==> config.mk <==
export PLATFORM = sky130hd
export DESIGN_NAME = card_deal_bank
export DESIGN_NICKNAME = d
export VERILOG_FILES = /design/src/rtl/card_pkg.sv /design/src/rtl/card_rng_counter.sv /design/src/rtl/card_deal_bank.sv
export SDC_FILE = /design/constraint.sdc
export NUM_CORES = 1
export LEC_CHECK = 0
export BUFFER_PORTS_ARGS = -buffer_cell sky130_fd_sc_hd__clkbuf_2
export CAP_MARGIN = 15
export CORE_ASPECT_RATIO = 1.75
export CORE_MARGIN = 10
export CORE_UTILIZATION = 30
export CTS_BUF_LIST = sky130_fd_sc_hd__clkbuf_16
export DETAILED_ROUTE_END_ITERATION = 6
export GPL_TIMING_DRIVEN = 0
export PLACE_DENSITY = 0.47
export SLEW_MARGIN = 5
export SYNTH_ARGS = -nofsm -noshare
export SYNTH_HDL_FRONTEND = slang
export SYNTH_SLANG_ARGS = --single-unit
==> constraint.sdc <==
create_clock -name clock -period 3.25 [get_ports clock]
set_input_delay 0.325 -clock clock [delete_from_list [all_inputs] [get_ports clock]]
set_output_delay 0.325 -clock clock [all_outputs]
set_load 0.01 [all_outputs]
==> src/rtl/card_pkg.sv <==
// Shared card types and constants for the baccarat dealer front end.
package card_pkg;
  localparam int CARD_W     = 4;
  localparam int HAND_SLOTS = 3;

  typedef logic [CARD_W-1:0] card_t;

  localparam card_t CARD_BLANK = 4'd0;
  localparam card_t CARD_ACE   = 4'd1;
  localparam card_t CARD_KING  = 4'd13;

  localparam logic HAND_PLAYER = 1'b0;
  localparam logic HAND_DEALER = 1'b1;
endpackage

==> src/rtl/card_rng_counter.sv <==
// Free-running 1..13 card counter used as the pseudo-random card source.
module card_rng_counter
  import card_pkg::*;
(
  input  logic  clock,
  input  logic  resetb,
  output card_t count
);

  card_t r_count;

  always_ff @(posedge clock or negedge resetb) begin
    if (!resetb) begin
      r_count <= CARD_ACE;
    end else if (r_count == CARD_KING) begin
      r_count <= CARD_ACE;
    end else begin
      r_count <= r_count + card_t'(1);
    end
  end

  assign count = r_count;

endmodule

==> src/rtl/card_deal_bank.sv <==
// Player/dealer slot banks: deals latch the running card count into the next
// empty slot; clear has priority over a same-cycle deal.
module card_deal_bank
  import card_pkg::*;
(
  input  logic                           clock,
  input  logic                           resetb,
  input  logic                           deal_valid,
  input  logic                           deal_hand,
  input  logic                           clear,
  output logic [HAND_SLOTS*CARD_W-1:0]   pcard,
  output logic [HAND_SLOTS*CARD_W-1:0]   dcard,
  output logic [1:0]                     pcount,
  output logic [1:0]                     dcount,
  output logic                           deal_ack,
  output card_t                          deal_card,
  output logic                           deal_err
);

  card_t                         w_card;
  logic [HAND_SLOTS*CARD_W-1:0]  r_pcard;
  logic [HAND_SLOTS*CARD_W-1:0]  r_dcard;
  logic [1:0]                    r_pcount;
  logic [1:0]                    r_dcount;
  logic                          r_ack;
  logic                          r_err;
  card_t                         r_card;

  card_rng_counter u_rng (
    .clock  (clock),
    .resetb (resetb),
    .count  (w_card)
  );

  // ack/err are single-cycle pulses; deal_card only moves on an accepted deal.
  always_ff @(posedge clock or negedge resetb) begin
    if (!resetb) begin
      r_pcard  <= '0;
      r_dcard  <= '0;
      r_pcount <= 2'd0;
      r_dcount <= 2'd0;
      r_ack    <= 1'b0;
      r_err    <= 1'b0;
      r_card   <= CARD_BLANK;
    end else begin
      r_ack <= 1'b0;
      r_err <= 1'b0;
      if (clear) begin
        r_pcard  <= '0;
        r_dcard  <= '0;
        r_pcount <= 2'd0;
        r_dcount <= 2'd0;
      end else if (deal_valid) begin
        if (deal_hand == HAND_DEALER) begin
          if (r_dcount != 2'd3) begin
            r_dcard[{r_dcount, 2'b00} +: CARD_W] <= w_card;
            r_dcount <= r_dcount + 2'd1;
            r_ack    <= 1'b1;
            r_card   <= w_card;
          end else begin
            r_err <= 1'b1;
          end
        end else begin
          if (r_pcount != 2'd3) begin
            r_pcard[{r_pcount, 2'b00} +: CARD_W] <= w_card;
            r_pcount <= r_pcount + 2'd1;
            r_ack    <= 1'b1;
            r_card   <= w_card;
          end else begin
            r_err <= 1'b1;
          end
        end
      end
    end
  end

  assign pcard     = r_pcard;
  assign dcard     = r_dcard;
  assign pcount    = r_pcount;
  assign dcount    = r_dcount;
  assign deal_ack  = r_ack;
  assign deal_err  = r_err;
  assign deal_card = r_card;

endmodule
==> results.ini, run 1 <==
[outcome]
outcome = complete, no violations

[synthesis]
synth_nets = 196
yosys_warnings = 0
ys_types = 30
synth_top_family_by_area = simple AND/OR/NAND/NOR gates
yosys_register_bits = 38
syn_avg_cell_area_sq_um = 10.5
synth_xor_area_share_pct = 0.920
netlist_area_sq_um = 1900
muxShareOfSynthArea_pct = 9.59
synthAdderAreaFrac_pct = 6.57
yosysSeqAreaShare_pct = 50.0
syn_inst = 181
synth-simple-area-share_pct = 21.9
synth_compound_area_share_pct = 6.18

[critical_path]
required_ps = 3450
cp-start-kind = flop
critPathKind = reg -> reg
cp.arrival_ps = 2270
cp_max_fo = 8
endpoint_kind = flop

[sta]
max_slew_margin_pct = 35.4
hold_viol = 0
maxSlewViolCount = 0
fin_skew_ps = 6.81
setup_tns_ps = 0
fmax_ghz = 0.484
report.final.setup_viol = 0
finalCritPeriodShare_pct = 63.6
rsz0062_at_grt = no
whs_ps = 184
final.min_clock_period_ps = 2070
worst_pin_slew_ps = 969

[cts]
clk_path_buf_depth = 2
htree_levels = 2
cts.sinks = 38
cts_resized = 0
postCtsHoldBufs = 0
post_cts_buffers = 0
clockRootBuffer = clkbuf_16
path_clk_slew_ps = 60
numCtsBuffers = 5
clk_latency_ps = 280
cts_tree = yes

[routing]
routedWlPerCell_microns = 15.3
route.detailed.drc = 0
firstDrtPassIters = 4
vias = 1434
vias_per_cell = 4.69
routed_wl_microns = 4670
postRouteAntennaNets = 0
drtIter0Drc = 47

[power]
power_density_nw_per_um2 = 528
p_leak_nw = 1.09
finalPower_w = 0.00126
irDropWorstVdd_uv = 272

[placement]
dp_hpwl_microns = 3500
place_congestion = 0.793
placed_area_sq_um = 2190
dp.cells = 298
port_buffers = 37

[finish]
final_cell_area_sq_um = 2380
num-nets-final = 240
syn2layout_area_growth_pct = 24.9
regArea_sq_um = 952
diodes = 0
drive_gt1_share_pct = 28.8
stdcell_count = 306
multi_input_area_sq_um = 861
final_cell_mix = dfrtp_1 (37), clkbuf_2 (37), nand2_1 (28), a21oi_1 (17), ha_1 (10)
fill_cells = 656

[floorplan]
die_area_sq_um = 10100
fp-row-count = 38
die_y_microns = 125
core_area_sq_um = 6180
die_w_microns = 80.2
start_util_pct = 30.8
ioPinCount = 39

[global_routing]
grt_pass1_vias = 1506
antenna_found_initial = 0
grtUsageTotal_pct = 9.89
grt_pass1_wl_microns = 7790
grt_overflow = 0
grt_start_max_net_pins = 39

[min_path]
hp-class = in -> async

[flow_run]
cap_violations = 0

==> stage by stage <==
stage	utilization (%)	worst slack, ps
2_1_floorplan	-	1460
3_3_place_gp	35.4	1180
3_5_place_dp	35.4	1180
4_1_cts	38.5	1170
5_1_grt	38.5	923
6_report	38.5	1180
==> worst max-delay path, stage by stage, from the launching register on <==
cell and delay (ps):
dfrtp_1 390, clkbuf_1 320, inv_1 150, ha_1 360, nor3b_1 440, nand3_1 150
a21oi_1 170
==> state kept, by name, indices dropped and copies added, names as in the netlist <==
name         count
dcard           12
dcount           2
deal_ack         1
deal_card        4
deal_err         1
pcard           12
pcount           2
u_rng.count      4
==> path summary, 6_finish.rpt <==
kind                       slack (ps)  startpoint        end  cells after the start
min                               180      resetb   pcard[6]                      1
max                              1180   pcount[0]   pcard[9]                      6
min in group clock                370       clear   deal_err                      2
max in group asynchronous        2450      resetb   pcard[9]                      1
min reg2reg                       490   dcard[11]  dcard[11]                      1
max reg2reg                      1180   pcount[0]   pcard[9]                      6
==> kinds of logic (layout without fill, tap and decap cells) <==
| group | Yosys count | count (layout) |
|---|---|---|
| adder cells (fa/ha/maj) | 10 | 10 |
| XOR/XNOR | 2 | 2 |
| AO/OA/AOI/OAI | 22 | 22 |
| multiplexers | 17 | 17 |
| AND/OR/NAND/NOR | 71 | 71 |
| flip-flops | 38 | 38 |
| buffers and inverters | 21 | 66 |
==> final cells by class <==
class / instances / area share [%]
Sequential cell: 38 / 40.0
Inverter: 9 / 1.42
Clock buffer: 5 / 5.26
Buffer: 12 / 2.42
Clock inverter: 3 / 2.68
Timing Repair Buffer: 37 / 7.79
Tap cell: 80 / 4.21
Multi-Input combinational cell: 122 / 36.2
==> synth_stat cells <==
library cell	count	area, sq um
a21oi_1	17	85.1
mux2_1	4	45.0
nor3b_2	1	12.5
nand3_1	8	40.0
mux2i_1	7	70.1
ha_1	10	125
nand2_1	28	105
inv_1	9	33.8
nand3b_2	1	11.3
nand4_1	8	50.1
mux2_2	6	67.6
xnor2_1	2	17.5
o21ai_0	3	15.0
buf_1	1	3.75
nor2b_1	3	18.8
nor4b_2	1	15.0
a21oi_2	2	17.5
buf_2	4	20.0
nand4bb_1	3	33.8
clkbuf_1	6	22.5
dfrtp_1	37	926
and3b_1	1	8.76
buf_6	1	11.3
dfstp_2	1	26.3
nand4b_1	1	8.76
and4b_1	1	10.0
or4b_4	1	13.8
nor3b_1	3	22.5
nor2_1	8	30.0
and4bb_2	3	37.5
==> metal layers <==
metal  vias up  routed length (microns)  global-route usage (%)
met3         6                      179                    2.80
met5         -                        0                       0
met2        21                     2650                    17.9
met1       699                     1750                    9.94
met4         0                       93                    4.38
li1        708                        -                       -
==> power by group <==
part / internal, W / leakage [nW] / switching, W
logic: 0.0000496 / 0.491 / 0.0000752
registers: 0.000489 / 0.504 / 0.0000102
clock network: 0.000437 / 0.0915 / 0.000195
total: 0.000976 / 1.09 / 0.000281
(Power assumes the default switching activity.)
==> inputs of run 2 (changes only) <==
PLACE_DENSITY = 0.49   (was 0.47)
clock period = 1.7 ns   (was 3.25 ns; I/O delays follow)
==> run 2 against run 1 <==
  * Cell count grew 1.6%
  * Routed wire length grew 1.4%
  * Sequential share of layout area shrank 1.3 points
  * Maximum frequency grew 27%
  * Worst hold slack lost 160 ps
  * Design area grew 3.7%
  * Clock skew grew 0.82 ps
  * First-iteration DRC count grew 140%
  * Critical path depth shrank 1
  * Count of clock-buffer cells in the layout is the same
==> results.ini, run 2 (synthesis results as in run 1) <==
[critical_path]
required_ps = 1930
crit_path_max_incr_delay_ps = 520
crit_path_top_delay_cell = or4b_4
cp-start-kind = flop
critPathKind = reg -> reg
cp_max_fo = 5
worstPathCellList = inv_1 -> ha_4 -> or4b_4 -> nor2_2 -> mux2_1
endpoint_kind = flop
path_delay_family = simple AND/OR/NAND/NOR gates
cp.buffers_inverters = 1
cp.arrival_ps = 1850

[sta]
worst_pin_slew_ps = 963
fin_skew_ps = 7.62
final.min_clock_period_ps = 1620
fmax_ghz = 0.616
max_slew_margin_pct = 35.8
finalCritPeriodShare_pct = 95.4
whs_ps = 28.8
hold_viol = 0
maxSlewViolCount = 0
report.final.setup_viol = 0

[global_routing]
grt_start_max_net_pins = 39
grtUsageTotal_pct = 10.0
antenna_found_initial = 0
grt_overflow = 0
grt.met2_usage_pct = 18.2
met3_usage_pct = 2.87
grt_pass1_vias = 1540
use_met1_pct = 9.64
busiest_layer = met2
grt_pass1_wl_microns = 7850

[cts]
path_clk_slew_ps = 60
numCtsBuffers = 5
clk_latency_ps = 290
postCtsHoldBufs = 0
clk_path_buf_depth = 2
clockRootBuffer = clkbuf_16
cts_tree = yes
cts.sinks = 38
htree_levels = 2

[floorplan]
fp-row-count = 38
core_area_sq_um = 6180
die_y_microns = 125
die_w_microns = 80.2
die_area_sq_um = 10100
ioPinCount = 39
start_util_pct = 30.8

[power]
p_leak_nw = 1.10
power_density_nw_per_um2 = 867
irDropWorstVdd_uv = 504
finalPower_w = 0.00214

[routing]
vias = 1469
postRouteAntennaNets = 0
firstDrtPassIters = 4
route.detailed.drc = 0
routedWlPerCell_microns = 15.2
drtIter0Drc = 112
routed_wl_microns = 4740
vias_per_cell = 4.72

[finish]
drive_gt1_share_pct = 37.2
layout_commonest_cell = clkbuf_2
fill_cells = 634
regArea_sq_um = 955
stdcell_count = 311
multi_input_area_sq_um = 957
final_util_pct = 39.9
diodes = 0
final_cell_mix = clkbuf_2 (37), dfrtp_1 (35), nand2_1 (28), a21oi_1 (15), inv_1 (9)
syn2layout_area_growth_pct = 29.6
num-nets-final = 245

[flow_run]
cap_violations = 0

[placement]
place_congestion = 0.810
dp_hpwl_microns = 3510
port_buffers = 37
dp.cells = 298

[min_path]
hp-class = in -> async

[outcome]
outcome = complete, no violations

run 2: cell count changes in the layout (fill, tap and decap cells not counted), sizes merged:
cell    previous run  this run
inv                9        10
clkinv             1         2
bufinv             2         0
buf                6        12
clkbuf            48        47
run 2: area by class of cell:
type | count | area share [%]
Buffer | 11 | 2.18
Clock buffer | 5 | 5.07
Clock inverter | 3 | 0.507
Inverter | 9 | 1.37
Multi-Input combinational cell | 122 | 38.8
Sequential cell | 38 | 38.7
Tap cell | 80 | 4.06
Timing Repair Buffer | 43 | 9.33
run 2: repair_timing:
item | CTS | global route
buffers inserted | 2 | 4
endpoints found under the setup margin | 16 | 20
gates resized for setup | 7 | 14
hold endpoints to repair | 0 | 0
cloned | 0 | 0
pin swaps | 2 | 3
run 2: worst paths after layout:
path,depth (start not counted),slack (ps),start,end
worst max register to register,5,80,dcount[1],dcard[9]
worst max-delay path,5,80,dcount[1],dcard[9]
worst min register to register,1,490,dcard[11],dcard[11]
worst min-delay path,1,30,resetb,deal_card[2]
min in group clock,2,210,clear,deal_err
max in group asynchronous,1,1010,resetb,dcount[0]
run 2: stage by stage:
stage | setup slack (ps) | instance area, sq um | TNS, ps
floorplan | 27.7 | 1930 | 0
global placement | -109 | 2210 | -1050
detailed placement | -119 | 2210 | -1250
CTS | 3.24 | 2400 | 0
global route | -4.12 | 2470 | -4.12
finish | 77.4 | 2470 | 0
run 2: per-layer routing:
layer | vias to the layer above | share of wire (%)
met4 | 0 | 2.7
met5 | - | 0
met2 | 27 | 56
met1 | 717 | 38
li1 | 717 | -
met3 | 8 | 3.8
run 2: power by group:
group          internal [W]  switching, W
sequential         0.000936     0.0000218
clock              0.000530      0.000364
combinational      0.000128      0.000159
total               0.00159      0.000544
run 2: worst reg2reg max path: stages, from the launching register on:
cell,delay (ps)
dfrtp_2,420
inv_1,120
ha_4,300
or4b_4,520
nor2_2,100
mux2_1,120
==> inputs of run 3 (changes only) <==
ABC_AREA = 1   (was not set)
PLACE_DENSITY = not set   (was 0.49)
==> run 3 against run 2 <==
  * Register-to-register slack better by 90 ps
  * Sequential power up 0.7%
  * First-iteration DRC count down 0.89%
  * Synthesized cell count up 33%
  * Routed wire length up 2.4%
  * Critical path depth up 1
  * Count of clock-buffer cells in the layout unchanged
  * Cell count up 17%
  * Combinational power down 18%
  * Power down 2.8%
  * Sequential share of layout area up 2.2 points
  * Critical endpoint is now pcard[3]
  * Largest power group unchanged
==> results.ini, run 3 <==
[outcome]
outcome = complete, no violations

[critical_path]
crit_path_top_delay_cell = dfrtp_1
cp.arrival_ps = 1760
critPathKind = reg -> reg
crit_top_cell = nand2_1
endpoint_kind = flop
cp.buffers_inverters = 1
crit_path_max_incr_delay_ps = 450
cp-start-kind = flop
path_delay_family = simple AND/OR/NAND/NOR gates
r2r_slack_ps = 170
worstPathCellList = inv_1 -> ha_1 -> nand3b_1 -> nor2_1 -> nand2_1 -> nand2_1
required_ps = 1920
cp_max_fo = 7

[finish]
final_cell_mix = nand2_1 (78), nand3_1 (42), dfrtp_1 (37), clkbuf_2 (37), inv_1 (26)
diodes = 0
fill_cells = 673
syn2layout_area_growth_pct = 22.2
num-nets-final = 299
layout_commonest_cell = nand2_1
drive_gt1_share_pct = 17.5

[power]
p_leak_nw = 1.33
clkPwrFrac_pct = 42.3
irDropWorstVdd_uv = 432
p_seq_share_pct = 46.4
p_sw_share_pct = 25.7
power_density_nw_per_um2 = 894
intPower_w = 0.00154
p_comb_share_pct = 11.3
power_switching_w = 0.000535

[floorplan]
ioPinCount = 39
fp-row-count = 38
core_area_sq_um = 6180
die_y_microns = 125
die_area_sq_um = 10100
start_util_pct = 30.8
die_w_microns = 80.2

[cts]
post_cts_buffers = 0
cts_resized = 0
cts.sinks = 38
clockRootBuffer = clkbuf_16
numCtsBuffers = 5
path_clk_slew_ps = 60
htree_levels = 2
cts_tree = yes
postCtsHoldBufs = 0
clk_path_buf_depth = 2
clk_latency_ps = 290

[synthesis]
synth_common_cells = nand2_1 (78), nand3_1 (42), dfrtp_1 (37)
synth_ff_type = dfrtp_1
yosys-top-cells-area = dfrtp_1 (49%), nand2_1 (15%), nand3_1 (11%)
synth_edf_count = 0
yosysMostFrequentCell = nand2_1
synth_top_area_share_pct = 48.7
syn_avg_cell_area_sq_um = 7.93
yosys_register_bits = 38
yosysSeqAreaShare_pct = 50.0
syn_inst = 240
ys_types = 19
async_flop_share_pct = 100
synth_nets = 255
netlist_area_sq_um = 1900
yosys_warnings = 0
yosysTopAreaCell = dfrtp_1

[routing]
postRouteAntennaNets = 0
vias = 1687
firstDrtPassIters = 4
routedWlPerCell_microns = 13.3
vias_per_cell = 4.62
drtIter0Drc = 111
route.detailed.drc = 0
routed_wl_microns = 4850

[min_path]
hp-class = in -> async

[sta]
max_slew_margin_pct = 37.9
fmax_ghz = 0.652
hold_viol = 0
fin_skew_ps = 6.54
final.min_clock_period_ps = 1530
report.final.setup_viol = 0
setup_tns_ps = 0
finalCritPeriodShare_pct = 90.3
rsz0062_at_grt = no
maxSlewViolCount = 0
worst_pin_slew_ps = 932
whs_ps = 17.5

[global_routing]
grt_pass1_vias = 1763
antenna_found_initial = 0
grt_start_max_net_pins = 39
grt_pass1_wl_microns = 8380
grt_overflow = 0
grtUsageTotal_pct = 10.5

[placement]
place_congestion = 0.822
dp_hpwl_microns = 3690
port_buffers = 37

[flow_run]
cap_violations = 0

-- run 3: changes by cell type in the layout (fill, tap and decap cells not counted), moves of 4 or more --
cell and change:
nand2_1 +50, nor2_1 +21, buf_4 -5, mux2i_1 -6
mux2_1 -4, inv_1 +17, a21oi_1 -12, nand4_1 -4
mux2_2 -6, nand3_1 +34
-- run 3: cell families (layout without fill, tap and decap cells) --
| kind of cell | after synthesis | in the layout | share of synthesized area, % |
|---|---|---|---|
| buffers and inverters | 30 | 75 | 6.25 |
| DFF | 38 | 38 | 50.0 |
| AOI/OAI and AO/OA | 9 | 9 | 2.70 |
| adders and majority gates | 10 | 10 | 6.57 |
| and+or+nand+nor | 153 | 153 | 34.5 |
-- run 3: worst register-to-register path, stage by stage (launching register included) --
cell,delay [ps]
dfrtp_1,450
inv_1,170
ha_1,380
nand3b_1,230
nor2_1,120
nand2_1,60
nand2_1,50
-- run 3: path summary, 6_finish.rpt --
path,cells past startpoint,from,end
min in group clock,2,clear,dcount[1]
hold / removal,1,resetb,dcard[3]
hold reg to reg,2,deal_card[0],deal_card[0]
setup / recovery,6,pcount[0],pcard[3]
max in group asynchronous,1,resetb,pcard[0]
setup reg to reg,6,pcount[0],pcard[3]
-- run 3: area by class of cell --
class / count / area [sq um] / area share, %
well taps: 80 / 100 / 4.30
multi-input cells: 172 / 832 / 35.8
plain buffers: 5 / 25.0 / 1.08
flip-flops and latches: 38 / 952 / 40.9
clock inverters: 3 / 12.5 / 0.538
inverters: 25 / 93.8 / 4.03
clock buffers: 5 / 125 / 5.38
repair buffers: 37 / 185 / 7.96
-- run 3: through the flow --
stage / util [%] / std cells / instance area [sq um] / power, W / worst slack (ps)
2_1_floorplan: - / 240 / 1900 / 0.00112 / 292
3_3_place_gp: 35.4 / 357 / 2190 / 0.00122 / 179
3_5_place_dp: 35.4 / 357 / 2190 / 0.00122 / 171
4_1_cts: 37.6 / 365 / 2330 / 0.00212 / 157
5_1_grt: 37.6 / 365 / 2330 / 0.00219 / 7.71
6_report: 37.6 / 365 / 2330 / 0.00208 / 166
-- run 3: power by group through the flow --
stage / sequential [W] / clock [W] / combinational (W)
2_1_floorplan: 0.000996 / 0 / 0.000123
3_3_place_gp: 0.000980 / 0 / 0.000238
3_5_place_dp: 0.000981 / 0 / 0.000241
4_1_cts: 0.000965 / 0.000909 / 0.000242
5_1_grt: 0.000970 / 0.000945 / 0.000273
6_report: 0.000965 / 0.000879 / 0.000236
-- run 3: per-layer routing --
| metal | GRT usage, % | up-vias | share of wire, % | wire [microns] |
|---|---|---|---|---|
| met4 | 5.94 | 0 | 2.7 | 133 |
| met5 | 0 | - | 0 | 0 |
| li1 | - | 849 | - | - |
| met2 | 18.7 | 30 | 54 | 2640 |
| met3 | 3.52 | 12 | 6.3 | 306 |
| met1 | 10.2 | 796 | 37 | 1780 |
